`config.mk`:
```
export PLATFORM = sky130hd
export DESIGN_NAME = com_div_sequencer
export DESIGN_NICKNAME = d
export VERILOG_FILES = /design/src/rtl/com_pkg.sv /design/src/rtl/com_div_sequencer_divider.sv /design/src/rtl/com_div_sequencer.sv
export SDC_FILE = /design/constraint.sdc
export NUM_CORES = 1
export LEC_CHECK = 0
export CAP_MARGIN = 10
export CELL_PAD_IN_SITES_DETAIL_PLACEMENT = 1
export CELL_PAD_IN_SITES_GLOBAL_PLACEMENT = 1
export CORE_MARGIN = 5
export CORE_UTILIZATION = 37
export DETAILED_ROUTE_END_ITERATION = 8
export DONT_BUFFER_PORTS = 1
export GPL_TIMING_DRIVEN = 0
export PLACE_DENSITY_LB_ADDON = 0.1
export SETUP_SLACK_MARGIN = 0.02
export SYNTH_ARGS = -nofsm -noshare
export SYNTH_HDL_FRONTEND = slang
export SYNTH_SLANG_ARGS = --single-unit
```
`constraint.sdc`:
```
create_clock -name clk_in -period 2.95 [get_ports clk_in]
set_input_delay 0 -clock clk_in [delete_from_list [all_inputs] [get_ports clk_in]]
set_output_delay 0 -clock clk_in [all_outputs]
set_load 0.05 [all_outputs]
```
`src/rtl/com_pkg.sv`:
```
// Shared definitions for the centre-of-mass divide sequencer.
//   com_state_t   : sequencer FSM states
//   COM_*         : default operand / output widths and watchdog limit
//   com_saturate  : clamp a quotient to the largest value an output field holds
package com_pkg;

  localparam int unsigned COM_WIDTH   = 29;
  localparam int unsigned COM_X_WIDTH = 8;
  localparam int unsigned COM_Y_WIDTH = 9;
  localparam int unsigned COM_TIMEOUT = 64;

  typedef enum logic [2:0] {
    ST_IDLE,
    ST_X_ISSUE,
    ST_X_WAIT,
    ST_Y_ISSUE,
    ST_Y_WAIT,
    ST_DONE
  } com_state_t;

  // Returns quot unchanged if it fits in out_width bits, else all ones in
  // the low out_width bits. Caller truncates to the output width.
  function automatic logic [63:0] com_saturate(input logic [63:0] quot,
                                               input int unsigned out_width);
    logic [63:0] lim;
    lim = (64'd1 << out_width) - 64'd1;
    return (quot > lim) ? lim : quot;
  endfunction

endpackage

```
`src/rtl/com_div_sequencer_divider.sv`:
```
// divider: unsigned restoring divider, one quotient bit per cycle.
//   clk_in, rst_in (sync, active-high)
//   data_valid_in        : start request, accepted while not busy
//   dividend_in/divisor_in
//   quotient_out/remainder_out : valid while data_valid_out is high
//   data_valid_out       : one-cycle result pulse, WIDTH+1 cycles after the request
//   busy_out             : iterating, new requests are ignored
//   error_out            : divide by zero (pulses together with data_valid_out)
module divider #(
  parameter int unsigned WIDTH = 29
) (
  input  logic             clk_in,
  input  logic             rst_in,
  input  logic             data_valid_in,
  input  logic [WIDTH-1:0] dividend_in,
  input  logic [WIDTH-1:0] divisor_in,
  output logic [WIDTH-1:0] quotient_out,
  output logic [WIDTH-1:0] remainder_out,
  output logic             data_valid_out,
  output logic             busy_out,
  output logic             error_out
);

  localparam int unsigned CNT_W = $clog2(WIDTH + 1);

  logic [WIDTH-1:0] quo_q;
  logic [WIDTH-1:0] rem_q;
  logic [WIDTH-1:0] div_q;
  logic [CNT_W-1:0] cnt_q;
  logic             busy_q;
  logic [WIDTH:0]   trial;
  logic [WIDTH-1:0] diff;
  logic             ge;

  always_comb begin
    trial = {rem_q, quo_q[WIDTH-1]};
    ge    = (trial >= {1'b0, div_q});
    // Partial remainder stays below the divisor, so modulo-2^WIDTH is exact.
    diff  = trial[WIDTH-1:0] - div_q;
  end

  always_ff @(posedge clk_in) begin
    if (rst_in) begin
      quo_q          <= '0;
      rem_q          <= '0;
      div_q          <= '0;
      cnt_q          <= '0;
      busy_q         <= 1'b0;
      data_valid_out <= 1'b0;
      error_out      <= 1'b0;
    end else begin
      data_valid_out <= 1'b0;
      error_out      <= 1'b0;
      if (busy_q) begin
        quo_q <= {quo_q[WIDTH-2:0], ge};
        rem_q <= ge ? diff : trial[WIDTH-1:0];
        cnt_q <= cnt_q - 1'b1;
        if (cnt_q == CNT_W'(1)) begin
          busy_q         <= 1'b0;
          data_valid_out <= 1'b1;
        end
      end else if (data_valid_in) begin
        if (divisor_in == '0) begin
          quo_q          <= '1;
          rem_q          <= dividend_in;
          data_valid_out <= 1'b1;
          error_out      <= 1'b1;
        end else begin
          quo_q  <= dividend_in;
          rem_q  <= '0;
          div_q  <= divisor_in;
          cnt_q  <= CNT_W'(WIDTH);
          busy_q <= 1'b1;
        end
      end
    end
  end

  assign quotient_out  = quo_q;
  assign remainder_out = rem_q;
  assign busy_out      = busy_q;

endmodule

```
`src/rtl/com_div_sequencer.sv`:
```
// com_div_sequencer: computes x/total and y/total for the centroid through a
// single shared divider, saturates each quotient to its output width and
// reports the pair with a one-cycle valid pulse (or an error pulse).
//   clk_in, rst_in (sync, active-low)
//   start_in                         : job request, taken only when ready_out
//   x_total_in, y_total_in, total_in : sums and pixel count
//   ready_out                        : idle, can accept start_in
//   x_out, y_out                     : last good centroid
//   valid_out / error_out            : one-cycle completion / failure pulse
module com_div_sequencer
  import com_pkg::*;
#(
  parameter int unsigned WIDTH       = COM_WIDTH,
  parameter int unsigned X_OUT_WIDTH = COM_X_WIDTH,
  parameter int unsigned Y_OUT_WIDTH = COM_Y_WIDTH,
  parameter int unsigned TIMEOUT     = COM_TIMEOUT
) (
  input  logic                   clk_in,
  input  logic                   rst_in,
  input  logic                   start_in,
  input  logic [WIDTH-1:0]       x_total_in,
  input  logic [WIDTH-1:0]       y_total_in,
  input  logic [WIDTH-1:0]       total_in,
  output logic                   ready_out,
  output logic [X_OUT_WIDTH-1:0] x_out,
  output logic [Y_OUT_WIDTH-1:0] y_out,
  output logic                   valid_out,
  output logic                   error_out
);

  localparam int unsigned WD_W = $clog2(TIMEOUT + 1);

  com_state_t state, state_nxt;

  logic [WIDTH-1:0]       x_total_q, y_total_q, total_q;
  logic [X_OUT_WIDTH-1:0] x_res_q;
  logic [Y_OUT_WIDTH-1:0] y_res_q;
  logic                   err_q;
  logic [WD_W-1:0]        wd_q;
  logic                   wd_expired;

  logic             div_rst;
  logic             div_start;
  logic             div_abort;
  logic [WIDTH-1:0] div_dividend;
  logic [WIDTH-1:0] div_quot;
  logic [WIDTH-1:0] unused_div_rem;
  logic             div_valid;
  logic             div_busy;
  logic             div_err;

  assign wd_expired = (wd_q == WD_W'(TIMEOUT));

  always_ff @(posedge clk_in) begin
    if (!rst_in) state <= ST_IDLE;
    else         state <= state_nxt;
  end

  always_comb begin
    state_nxt    = state;
    div_start    = 1'b0;
    div_abort    = 1'b0;
    div_dividend = (state == ST_Y_ISSUE) ? y_total_q : x_total_q;
    unique case (state)
      ST_IDLE:
        if (start_in) state_nxt = (total_in == '0) ? ST_DONE : ST_X_ISSUE;
      ST_X_ISSUE: begin
        div_start = 1'b1;
        state_nxt = ST_X_WAIT;
      end
      ST_X_WAIT:
        if (div_valid) state_nxt = ST_Y_ISSUE;
        else if (wd_expired) begin
          div_abort = 1'b1;
          state_nxt = ST_DONE;
        end
      ST_Y_ISSUE: begin
        div_start = 1'b1;
        state_nxt = ST_Y_WAIT;
      end
      ST_Y_WAIT:
        if (div_valid) state_nxt = ST_DONE;
        else if (wd_expired) begin
          div_abort = 1'b1;
          state_nxt = ST_DONE;
        end
      ST_DONE:  state_nxt = ST_IDLE;
      default:  state_nxt = ST_IDLE;
    endcase
  end

  always_ff @(posedge clk_in) begin
    if (!rst_in) begin
      x_total_q <= '0;
      y_total_q <= '0;
      total_q   <= '0;
      x_res_q   <= '0;
      y_res_q   <= '0;
      err_q     <= 1'b0;
      wd_q      <= '0;
      x_out     <= '0;
      y_out     <= '0;
      valid_out <= 1'b0;
      error_out <= 1'b0;
    end else begin
      valid_out <= 1'b0;
      error_out <= 1'b0;
      // Counts only while waiting, so it restarts from zero in each WAIT.
      if (state == ST_X_WAIT || state == ST_Y_WAIT) wd_q <= wd_q + 1'b1;
      else                                          wd_q <= '0;
      unique case (state)
        ST_IDLE:
          if (start_in) begin
            x_total_q <= x_total_in;
            y_total_q <= y_total_in;
            total_q   <= total_in;
            err_q     <= (total_in == '0);
          end
        ST_X_WAIT:
          if (div_valid) begin
            x_res_q <= X_OUT_WIDTH'(com_saturate(64'(div_quot), X_OUT_WIDTH));
            if (div_err) err_q <= 1'b1;
          end else if (wd_expired) err_q <= 1'b1;
        ST_Y_WAIT:
          if (div_valid) begin
            y_res_q <= Y_OUT_WIDTH'(com_saturate(64'(div_quot), Y_OUT_WIDTH));
            if (div_err) err_q <= 1'b1;
          end else if (wd_expired) err_q <= 1'b1;
        ST_DONE: begin
          if (err_q) error_out <= 1'b1;
          else begin
            x_out     <= x_res_q;
            y_out     <= y_res_q;
            valid_out <= 1'b1;
          end
          err_q <= 1'b0;
        end
        default: ;
      endcase
    end
  end

  assign ready_out = (state == ST_IDLE);
  assign div_rst   = !rst_in || div_abort;

  divider #(.WIDTH(WIDTH)) u_divider (
    .clk_in         (clk_in),
    .rst_in         (div_rst),
    .data_valid_in  (div_start),
    .dividend_in    (div_dividend),
    .divisor_in     (total_q),
    .quotient_out   (div_quot),
    .remainder_out  (unused_div_rem),
    .data_valid_out (div_valid),
    .busy_out       (div_busy),
    .error_out      (div_err)
  );

  a_issue_not_busy : assert property (@(posedge clk_in) disable iff (!rst_in)
    (state == ST_X_ISSUE || state == ST_Y_ISSUE) |-> !div_busy);

endmodule

```
==> results of run 1 <==
layer usage:
layer	up-vias	track usage, %	routed length [um]
met2	256	39.2	19200
met4	0	7.13	1350
met1	5348	33.0	19500
li1	5241	-	-
met5	-	0	0
met3	73	4.18	2120
area by class of cell:
cell class / count / area share, %
inverters: 42 / 1.18
clock buffers: 39 / 5.64
multi-input cells: 1067 / 45.4
repair buffers: 100 / 7.01
plain buffers: 96 / 3.31
flip-flops and latches: 229 / 33.1
well taps: 396 / 3.58
clock inverters: 9 / 0.750
cells in the final DEF (no fill, tap or decap), types with 9 or more instances in the layout:
master         count
xor2_1            16
buf_6              9
xnor2_1           11
dfxtp_1          228
o21ai_0           83
a21o_1            10
mux2_2            10
nor3_1            27
a211oi_1          13
nor4_1            19
nand3_1           17
nand2_1          344
nor2_1            88
mux2i_1           24
a21oi_1           86
clkbuf_16         27
buf_1              9
a31oi_1            9
dlygate4sd3_1     89
and3_1            12
buf_2             17
ha_1              31
o21a_1             9
a221oi_1          22
clkbuf_1          66
inv_1             39
o22ai_1           14
a21boi_0         106
through the flow:
step / power, mW / hold slack [ns] / util (%)
after detailed placement: 9.66 / 0.156 / 38.9
final: 14.0 / 0.0162 / 45.5
after floorplan: 7.89 / 0.145 / -
after CTS: 13.2 / 0.00609 / 44.9
after global placement: 9.58 / 0.149 / 38.9
after global routing: 14.8 / 0.0255 / 45.5
final timing paths:
path | endpoint | slack (ns)
max | u_divider.remainder_out[24] | 0.03
min | err_q | 0.02
max reg2reg | u_divider.remainder_out[24] | 0.03
min reg2reg | u_divider.div_q[7] | 0.46
worst max-delay path, delay by kind of cell (launching register included):
family | cells | cell delay [ns]
and+or+nand+nor | 2 | 0.20
buffers and inverters | 3 | 0.33
DFF | 1 | 0.39
AOI/OAI and AO/OA | 7 | 1.29
adders and majority gates | 2 | 0.53
flip-flops by register name (all words and copies together), names as in the netlist, 9 cells and up:
name / flops
total_q: 29
x_total_q: 29
y_out: 9
u_divider.div_q: 29
y_total_q: 29
y_res_q: 9
u_divider.quotient_out: 29
u_divider.remainder_out: 29
power breakdown:
group          total, mW  switching (mW)  internal (mW)
logic               6.75            4.14           2.60
clock network       3.38            1.38           2.00
registers           3.86           0.369           3.49
cells by family (layout without fill, tap and decap cells):
group | count (synthesis) | in the layout | share of synthesized area, %
xor+xnor | 27 | 27 | 2.09
compound gates | 408 | 408 | 23.6
buf+inv | 140 | 286 | 5.31
mux | 35 | 35 | 3.21
fa+ha+maj | 35 | 35 | 3.91
simple gates | 562 | 562 | 21.4
flops | 229 | 229 | 40.4
repair_timing:
action                                  CTS  global route
endpoints found under the setup margin  114            43
endpoints found under the hold margin    94             0
hold buffers                             89             0
pin swaps                                 1            15
gates cloned                              0             2
buffers inserted                          1             7
gates resized for setup                  10            44
==> results_dict.tcl, run 1 <==
set metrics [dict create \
    slew_headroom_pct 38.9 \
    grt_pass1_wl_um 64800 \
    fp.dieW_um 185 \
    synth_nets 1560 \
    clock_latency_ns 0.55 \
    yosysMostFrequentCell "nand2_1" \
    setup_slack_ns 0.0346 \
    yosysTopAreaCell "dfxtp_1" \
    via_count 10900 \
    drt_iter0_drc 560 \
    crit_start "u_divider.quotient_out[28]" \
    rsz0062_at_grt "yes" \
    syn-cell-area_um2 11300 \
    critical_path.startpoint_type "flop" \
    final_nets 1687 \
    worstHoldStart "total_in[24]" \
    worstPathMaxFanout 6 \
    setup_violations 0 \
    pwr_density_cell_nw_per_um2 1010 \
    path_class "reg2reg" \
    status "finished clean" \
    fillerInstances 3657 \
    min_path_cells 5 \
    synth_edf_count 0 \
    first_pass_iters 5 \
    reg2reg_depth 14 \
    fmaxAchievable_mhz 343 \
    crit_arrival_ns 3.29 \
    grt_max_degree 16 \
    synth_area_leaders "dfxtp_1 40%, nand2_1 11%, a21boi_0 7.0%, a21oi_1 4.0%, o21ai_0 3.9%" \
    die_y_um 185 \
    synth_warnings 0 \
    areaGrowthSynthToFinish_pct 22.1 \
    reg2reg_from "u_divider.quotient_out[28]" \
    io_buffers 0 \
    multiInputGateArea_um2 6290 \
    min_period_ns 2.92 \
    finalCritPeriodShare_pct 98.8 \
    finalInstanceArea_um2 13800 \
    overflow 0 \
    clock_path_buffers 3 \
    final_max_slew_viol_count 0 \
    synthCells 1436 \
    cp_slowest_cell "dfxtp_4" \
    hold_violations 0 \
    synth_cell_types 68 \
    io_pins 110 \
    holdCritPathClass "in2reg" \
    p_leak_nw 5.19 \
    row_count 64 \
    core_area_um2 30400 \
    postRouteAntennaNets 0 \
    wl_per_cell_um 21.3 \
    placedCellCount 1833 \
    finalSetupTns_ns 0 \
    antenna_found_initial 1 \
    synth_top_cell_area_share_pct 40.4 \
    drt-vias-per-instance 5.52 \
    worst_pin_slew_ns 0.916 \
    die_area_um2 34300 \
    final_cell_count_no_fill 1978 \
    critical_path.cell_chain "inv_4 > ha_4 > fa_2 > nor2b_2 > o2111a_2 > o211ai_1 > a21boi_2 > o21ai_4 > buf_6 > buf_6 > nor2_4 > o211ai_1 > a221oi_2 > a311oi_2" \
    cts_buffers 27 \
    synthTopCellsByCount "344 x nand2_1, 229 x dfxtp_1, 106 x a21boi_0" \
    wirelength_um 42200 \
    drc_errors 0 \
    placed_area_um2 11800 \
    grt_pass1_vias 11300 \
    yosysSeqAreaShare_pct 40.4 \
    slowest_delay_ns 0.39 \
    synthArstFlopShare_pct 0 \
    drive_gt1_share_pct 8.53 \
    h-tree-depth 1 \
    start_util_pct 37.3 \
    synth_seq_cells 229 \
    pre_cts_ws_ns -0.680 \
    cp-end-kind "flop" \
    post-dp-hpwl_um 30600 \
    cap_violations 0 \
    fin_worst_skew_ns 0.0199 \
    synth.avg_cell_area_um2 7.90 \
    register_area_um2 4590 \
    grt_use_total_pct 24.1 \
    vdd_drop_max_mv 0.521 \
    diodes 0 \
    critPathRequiredTime_ns 3.33 \
    gp_congestion 0.901 \
    cts.sinks 229 \
    cts.clk_slew.worst_paths_ns 0.07 \
    cts_tree "done" \
    cts_root_buffer "clkbuf_16" \
    synth_ff_type "dfxtp_1" \
]
Power figures use the tool's default switching activity.
==> run 2, diff against run 1 <==
--- a/config.mk
+++ b/config.mk
@@ -5,13 +5,13 @@
 export SDC_FILE = /design/constraint.sdc
 export NUM_CORES = 1
 export LEC_CHECK = 0
+export BUFFER_PORTS_ARGS = -buffer_cell sky130_fd_sc_hd__buf_4
 export CAP_MARGIN = 10
 export CELL_PAD_IN_SITES_DETAIL_PLACEMENT = 1
 export CELL_PAD_IN_SITES_GLOBAL_PLACEMENT = 1
 export CORE_MARGIN = 5
 export CORE_UTILIZATION = 37
 export DETAILED_ROUTE_END_ITERATION = 8
-export DONT_BUFFER_PORTS = 1
 export GPL_TIMING_DRIVEN = 0
 export PLACE_DENSITY_LB_ADDON = 0.1
 export SETUP_SLACK_MARGIN = 0.02
==> results_dict.tcl, run 2 (same netlist as run 1, synthesis figures left out) <==
set metrics [dict create \
    p_clk_share_pct 24.3 \
    wirelength_um 42400 \
    critical_path.startpoint_type "flop" \
    cp_slowest_cell "dfxtp_4" \
    cp-end-kind "flop" \
    crit_arrival_ns 3.37 \
    pwr_density_cell_nw_per_um2 949 \
    cts_tree "done" \
    grt_max_degree 14 \
    path_class "reg2reg" \
    register_area_um2 4590 \
    sequentialPowerShare_pct 27.8 \
    setup_violations 0 \
    p_switching_mw 5.80 \
    final_core_util_pct 48.0 \
    drt-vias-per-instance 5.41 \
    fin_worst_skew_ns 0.0105 \
    antenna_found_initial 2 \
    final_max_slew_viol_count 0 \
    internal_power_mw 8.06 \
    slew_headroom_pct 40.4 \
    cap_violations 0 \
    die_y_um 185 \
    placedCellCount 1941 \
    mostFrequentLayoutCells "343 x nand2_1, 228 x dfxtp_1, 114 x buf_4" \
    grt_use_total_pct 24.2 \
    row_count 64 \
    critPathRequiredTime_ns 3.40 \
    multiInputGateArea_um2 6260 \
    hold_violations 0 \
    vdd_drop_max_mv 0.503 \
    holdCritPathClass "in2reg" \
    rsz0062_at_grt "yes" \
    fp.dieW_um 185 \
    finalInstanceArea_um2 14600 \
    critical_path.cell_chain "inv_4 > ha_4 > fa_2 > nor2b_2 > o2111a_2 > o211ai_1 > a21boi_2 > o21ai_2 > buf_6 > buf_8 > or3_4 > a311oi_2" \
    grt_pass1_vias 11600 \
    clock_latency_ns 0.55 \
    fmaxAchievable_mhz 343 \
    cts_root_buffer "clkbuf_16" \
    core_area_um2 30400 \
    h-tree-depth 1 \
    overflow 0 \
    fin_hold_ws_ns 0.103 \
    placed_area_um2 12700 \
    drc_errors 0 \
    drive_gt1_share_pct 14.6 \
    grt_pass1_wl_um 65600 \
    worstPathMaxFanout 6 \
    p_sw_share_pct 41.8 \
    worst_pin_slew_ns 0.894 \
    postRouteAntennaNets 0 \
    slowest_delay_ns 0.38 \
    first_pass_iters 5 \
    wl_per_cell_um 20.4 \
    io_buffers 109 \
    clock_path_buffers 3 \
    p_leak_nw 5.70 \
    via_count 11300 \
    layout_commonest_cell "nand2_1" \
    areaGrowthSynthToFinish_pct 28.8 \
    cts.sinks 229 \
    start_util_pct 37.3 \
    io_pins 110 \
    final_cell_count_no_fill 2081 \
    fillerInstances 3668 \
    status "finished clean" \
    drt_iter0_drc 591 \
    finalCritPeriodShare_pct 99.0 \
    final_nets 1788 \
    die_area_um2 34300 \
    cts_buffers 26 \
    post-dp-hpwl_um 30700 \
    gp_congestion 0.890 \
    min_period_ns 2.92 \
    cts.clk_slew.worst_paths_ns 0.06 \
    combPwrFrac_pct 47.9 \
]
## run 2: through the flow
| stage | power, mW | TNS, ns | setup slack (ns) |
|---|---|---|---|
| after floorplan | 7.89 | 0 | 0.123 |
| after global placement | 9.63 | -7.44 | -0.263 |
| final | 13.9 | 0 | 0.0305 |
| after CTS | 13.3 | 0 | 0.0354 |
| after global routing | 14.7 | -0.0324 | -0.0232 |
| after detailed placement | 9.72 | -9.93 | -0.333 |
## run 2: layout make-up
cell class | count | share of cell area [%]
clock inverters | 13 | 0.908
flip-flops and latches | 229 | 31.4
repair buffers | 202 | 11.9
multi-input cells | 1067 | 42.9
well taps | 396 | 3.39
clock buffers | 35 | 5.23
diodes | 1 | 0.0171
inverters | 42 | 1.12
plain buffers | 96 | 3.11
## run 2: what timing repair did
item,CTS,global route
hold endpoints to repair,90,0
buffers inserted,0,5
hold buffers,88,0
pin swaps,1,19
resized for setup,12,41
endpoints found under the setup margin,60,37
cloned,0,0
## run 2: power by group through the flow
stage | sequential, mW | combinational [mW] | clock, mW
after global routing | 3.89 | 7.27 | 3.56
after floorplan | 3.75 | 4.15 | 0
final | 3.85 | 6.64 | 3.37
after CTS | 3.84 | 6.01 | 3.42
after detailed placement | 3.90 | 5.81 | 0
after global placement | 3.89 | 5.74 | 0
## run 2: worst max-delay path, delay by kind of cell, from the launching register on
kind | cells | cell delay, ns
flip-flops | 1 | 0.38
AO/OA/AOI/OAI | 5 | 1.04
adder cells (fa/ha/maj) | 2 | 0.54
AND/OR/NAND/NOR | 2 | 0.51
buffers and inverters | 3 | 0.36
## run 2: path summary, 6_finish.rpt
| kind | start | to | slack (ns) | cells past startpoint |
|---|---|---|---|---|
| max | u_divider.quotient_out[28] | u_divider.remainder_out[13] | 0.03 | 12 |
| min | rst_in | u_divider.remainder_out[27] | 0.10 | 4 |
| max reg2reg | u_divider.quotient_out[28] | u_divider.remainder_out[13] | 0.03 | 12 |
| min reg2reg | u_divider.div_q[6] | u_divider.div_q[6] | 0.46 | 2 |
## run 2: metal layers
metal  GRT usage (%)  routed length (um)  vias to the layer above
met4            6.31                1110                        0
met3            4.18                2410                       72
met1            32.9               19400                     5467
met5               0                   0                        -
met2            40.0               19500                      276
li1                -                   -                     5439
==> run 3, diff against run 2 <==
--- a/config.mk
+++ b/config.mk
@@ -9,10 +9,10 @@
 export CAP_MARGIN = 10
 export CELL_PAD_IN_SITES_DETAIL_PLACEMENT = 1
 export CELL_PAD_IN_SITES_GLOBAL_PLACEMENT = 1
-export CORE_MARGIN = 5
 export CORE_UTILIZATION = 37
 export DETAILED_ROUTE_END_ITERATION = 8
 export GPL_TIMING_DRIVEN = 0
+export MAX_ROUTING_LAYER = met4
 export PLACE_DENSITY_LB_ADDON = 0.1
 export SETUP_SLACK_MARGIN = 0.02
 export SYNTH_ARGS = -nofsm -noshare
==> results_dict.tcl, run 3 (same netlist as run 1, synthesis figures left out) <==
set metrics [dict create \
    status "finished clean" \
    io_pins 110 \
    grt_use_total_pct 27.6 \
    pre_cts_ws_ns -0.387 \
    cp_slowest_cell "clkinv_1" \
    worstHoldStart "rst_in" \
    grt_pass1_wl_um 65200 \
    reg2reg_from "u_divider.div_q[7]" \
    finalCritPeriodShare_pct 96.5 \
    first_pass_iters 5 \
    antenna_found_initial 0 \
    via_count 11200 \
    setup_violations 0 \
    drt_iter0_drc 685 \
    wl_per_cell_um 20.1 \
    clock_path_buffers 3 \
    worst-path-buf-inv 2 \
    cp_top_family "compound AO/OA/AOI/OAI gates" \
    highest_layer "met4" \
    placedCellCount 1935 \
    crit_arrival_ns 3.31 \
    wl_met3_um 1520 \
    wirelength_um 41600 \
    critPathRequiredTime_ns 3.41 \
    fp.dieW_um 177 \
    drive_gt1_share_pct 13.7 \
    fin_worst_skew_ns 0.0137 \
    critical_path.startpoint_type "flop" \
    critical_path.cell_chain "inv_1 > ha_1 > and3_1 > and3_1 > a41oi_1 > a21boi_2 > o21ai_2 > clkinv_1 > mux2i_1 > a211o_1 > a31oi_1" \
    met1Wirelength_um 19800 \
    clock_latency_ns 0.54 \
    grt_max_degree 14 \
    holdCritPathClass "in2reg" \
    cpMostUsedCell "and3_1" \
    cts.clk_slew.worst_paths_ns 0.06 \
    min_period_ns 2.85 \
    core_area_um2 29900 \
    areaGrowthSynthToFinish_pct 28.2 \
    wl_met2_um 19400 \
    io_buffers 109 \
    die_y_um 177 \
    post-dp-hpwl_um 30600 \
    cp-end-kind "flop" \
    setup_slack_ns 0.104 \
    mostFrequentLayoutCells "344 x nand2_1, 228 x dfxtp_1, 114 x buf_4" \
    grt_pass1_vias 11500 \
    drt-vias-per-instance 5.43 \
    worst_pin_slew_ns 1.07 \
    final_nets 1787 \
    cts_buffers 26 \
    hold_violations 0 \
    rsz0062_at_grt "yes" \
    drc_errors 0 \
    final_cell_count_no_fill 2071 \
    postRouteAntennaNets 0 \
    pwr_density_cell_nw_per_um2 943 \
    overflow 0 \
    path_class "reg2reg" \
    vdd_drop_max_mv 0.538 \
    gp_congestion 0.889 \
    min_path_cells 4 \
    cts.sinks 229 \
    p_leak_nw 5.69 \
    cap_violations 0 \
    rr_endpoint "u_divider.remainder_out[25]" \
    layout_commonest_cell "nand2_1" \
    slowest_delay_ns 0.36 \
    start_util_pct 38.0 \
    reg2reg_slack_ns 0.10 \
    cts_root_buffer "clkbuf_16" \
    row_count 63 \
    cts_tree "done" \
    final_max_slew_viol_count 0 \
    die_area_um2 31400 \
    fmaxAchievable_mhz 351 \
    reg2reg_depth 11 \
    worstPathMaxFanout 7 \
    h-tree-depth 1 \
    slew_headroom_pct 28.5 \
    whs_endpoint "u_divider.remainder_out[27]" \
]
==> run 3: cell types whose count changed in the layout (fill, tap and decap cells not counted), sizes merged <==
cell    delta
clkinv     -6
bufinv     +1
clkbuf     +1
==> run 3: worst register-to-register path, cell delays in order, from the launching register on <==
cell      delay (ns)
dfxtp_1         0.33
inv_1           0.05
ha_1            0.35
and3_1          0.22
and3_1          0.21
a41oi_1         0.26
a21boi_2        0.14
o21ai_2         0.22
clkinv_1        0.36
mux2i_1         0.22
a211o_1         0.30
a31oi_1         0.13
==> run 3: layout make-up <==
type	instances	area [um2]
inverters	42	158
diodes	1	2.50
plain buffers	95	449
well taps	390	488
clock inverters	8	120
flip-flops and latches	229	4590
repair buffers	202	1740
multi-input cells	1067	6230
clock buffers	37	763
fillers	3584	15300
==> run 3: what timing repair did <==
action,in CTS,in global routing
setup buffers,2,3
resized for setup,11,27
endpoints found under the hold margin,90,0
hold buffers,88,0
pin swaps,4,12
endpoints found under the setup margin,59,64
==> run 3: worst max-delay path by stage <==
stage	start	end	slack [ns]	depth (start not counted)
6_report	u_divider.div_q[7]	u_divider.remainder_out[25]	0.10	11
5_1_grt	u_divider.div_q[9]	u_divider.remainder_out[25]	-0.06	12
4_1_cts	u_divider.div_q[19]	u_divider.remainder_out[9]	0.02	14
3_5_place_dp	u_divider.quotient_out[28]	u_divider.remainder_out[9]	-0.39	14
3_3_place_gp	u_divider.quotient_out[28]	u_divider.remainder_out[9]	-0.30	14
2_1_floorplan	state[1]	x_total_q[0]	0.12	8
==> run 3: report_power, final <==
part	internal, mW	total [mW]	switching [mW]	leakage [nW]
clock network	2.05	3.39	1.34	0.429
registers	3.49	3.84	0.358	1.87
logic	2.52	6.48	3.96	3.40
==> run 3: through the flow <==
stage | power [mW] | hold slack [ns] | util, % | TNS [ns] | instance area, um2
after floorplan | 7.89 | 0.145 | - | 0 | 11300
after global placement | 9.63 | 0.267 | 42.3 | -7.15 | 12600
after detailed placement | 9.73 | 0.272 | 42.3 | -11.90 | 12600
after CTS | 13.3 | 0.102 | 48.4 | 0 | 14500
after global routing | 14.6 | 0.146 | 48.7 | -0.0693 | 14500
final | 13.7 | 0.121 | 48.7 | 0 | 14500
==> run 3: layer usage <==
layer  vias to the layer above  global-route usage [%]
met5                         -                       -
met4                         0                    6.39
met3                        58                    2.99
met2                       191                    44.7
met1                      5546                    36.6
li1                       5452                       -
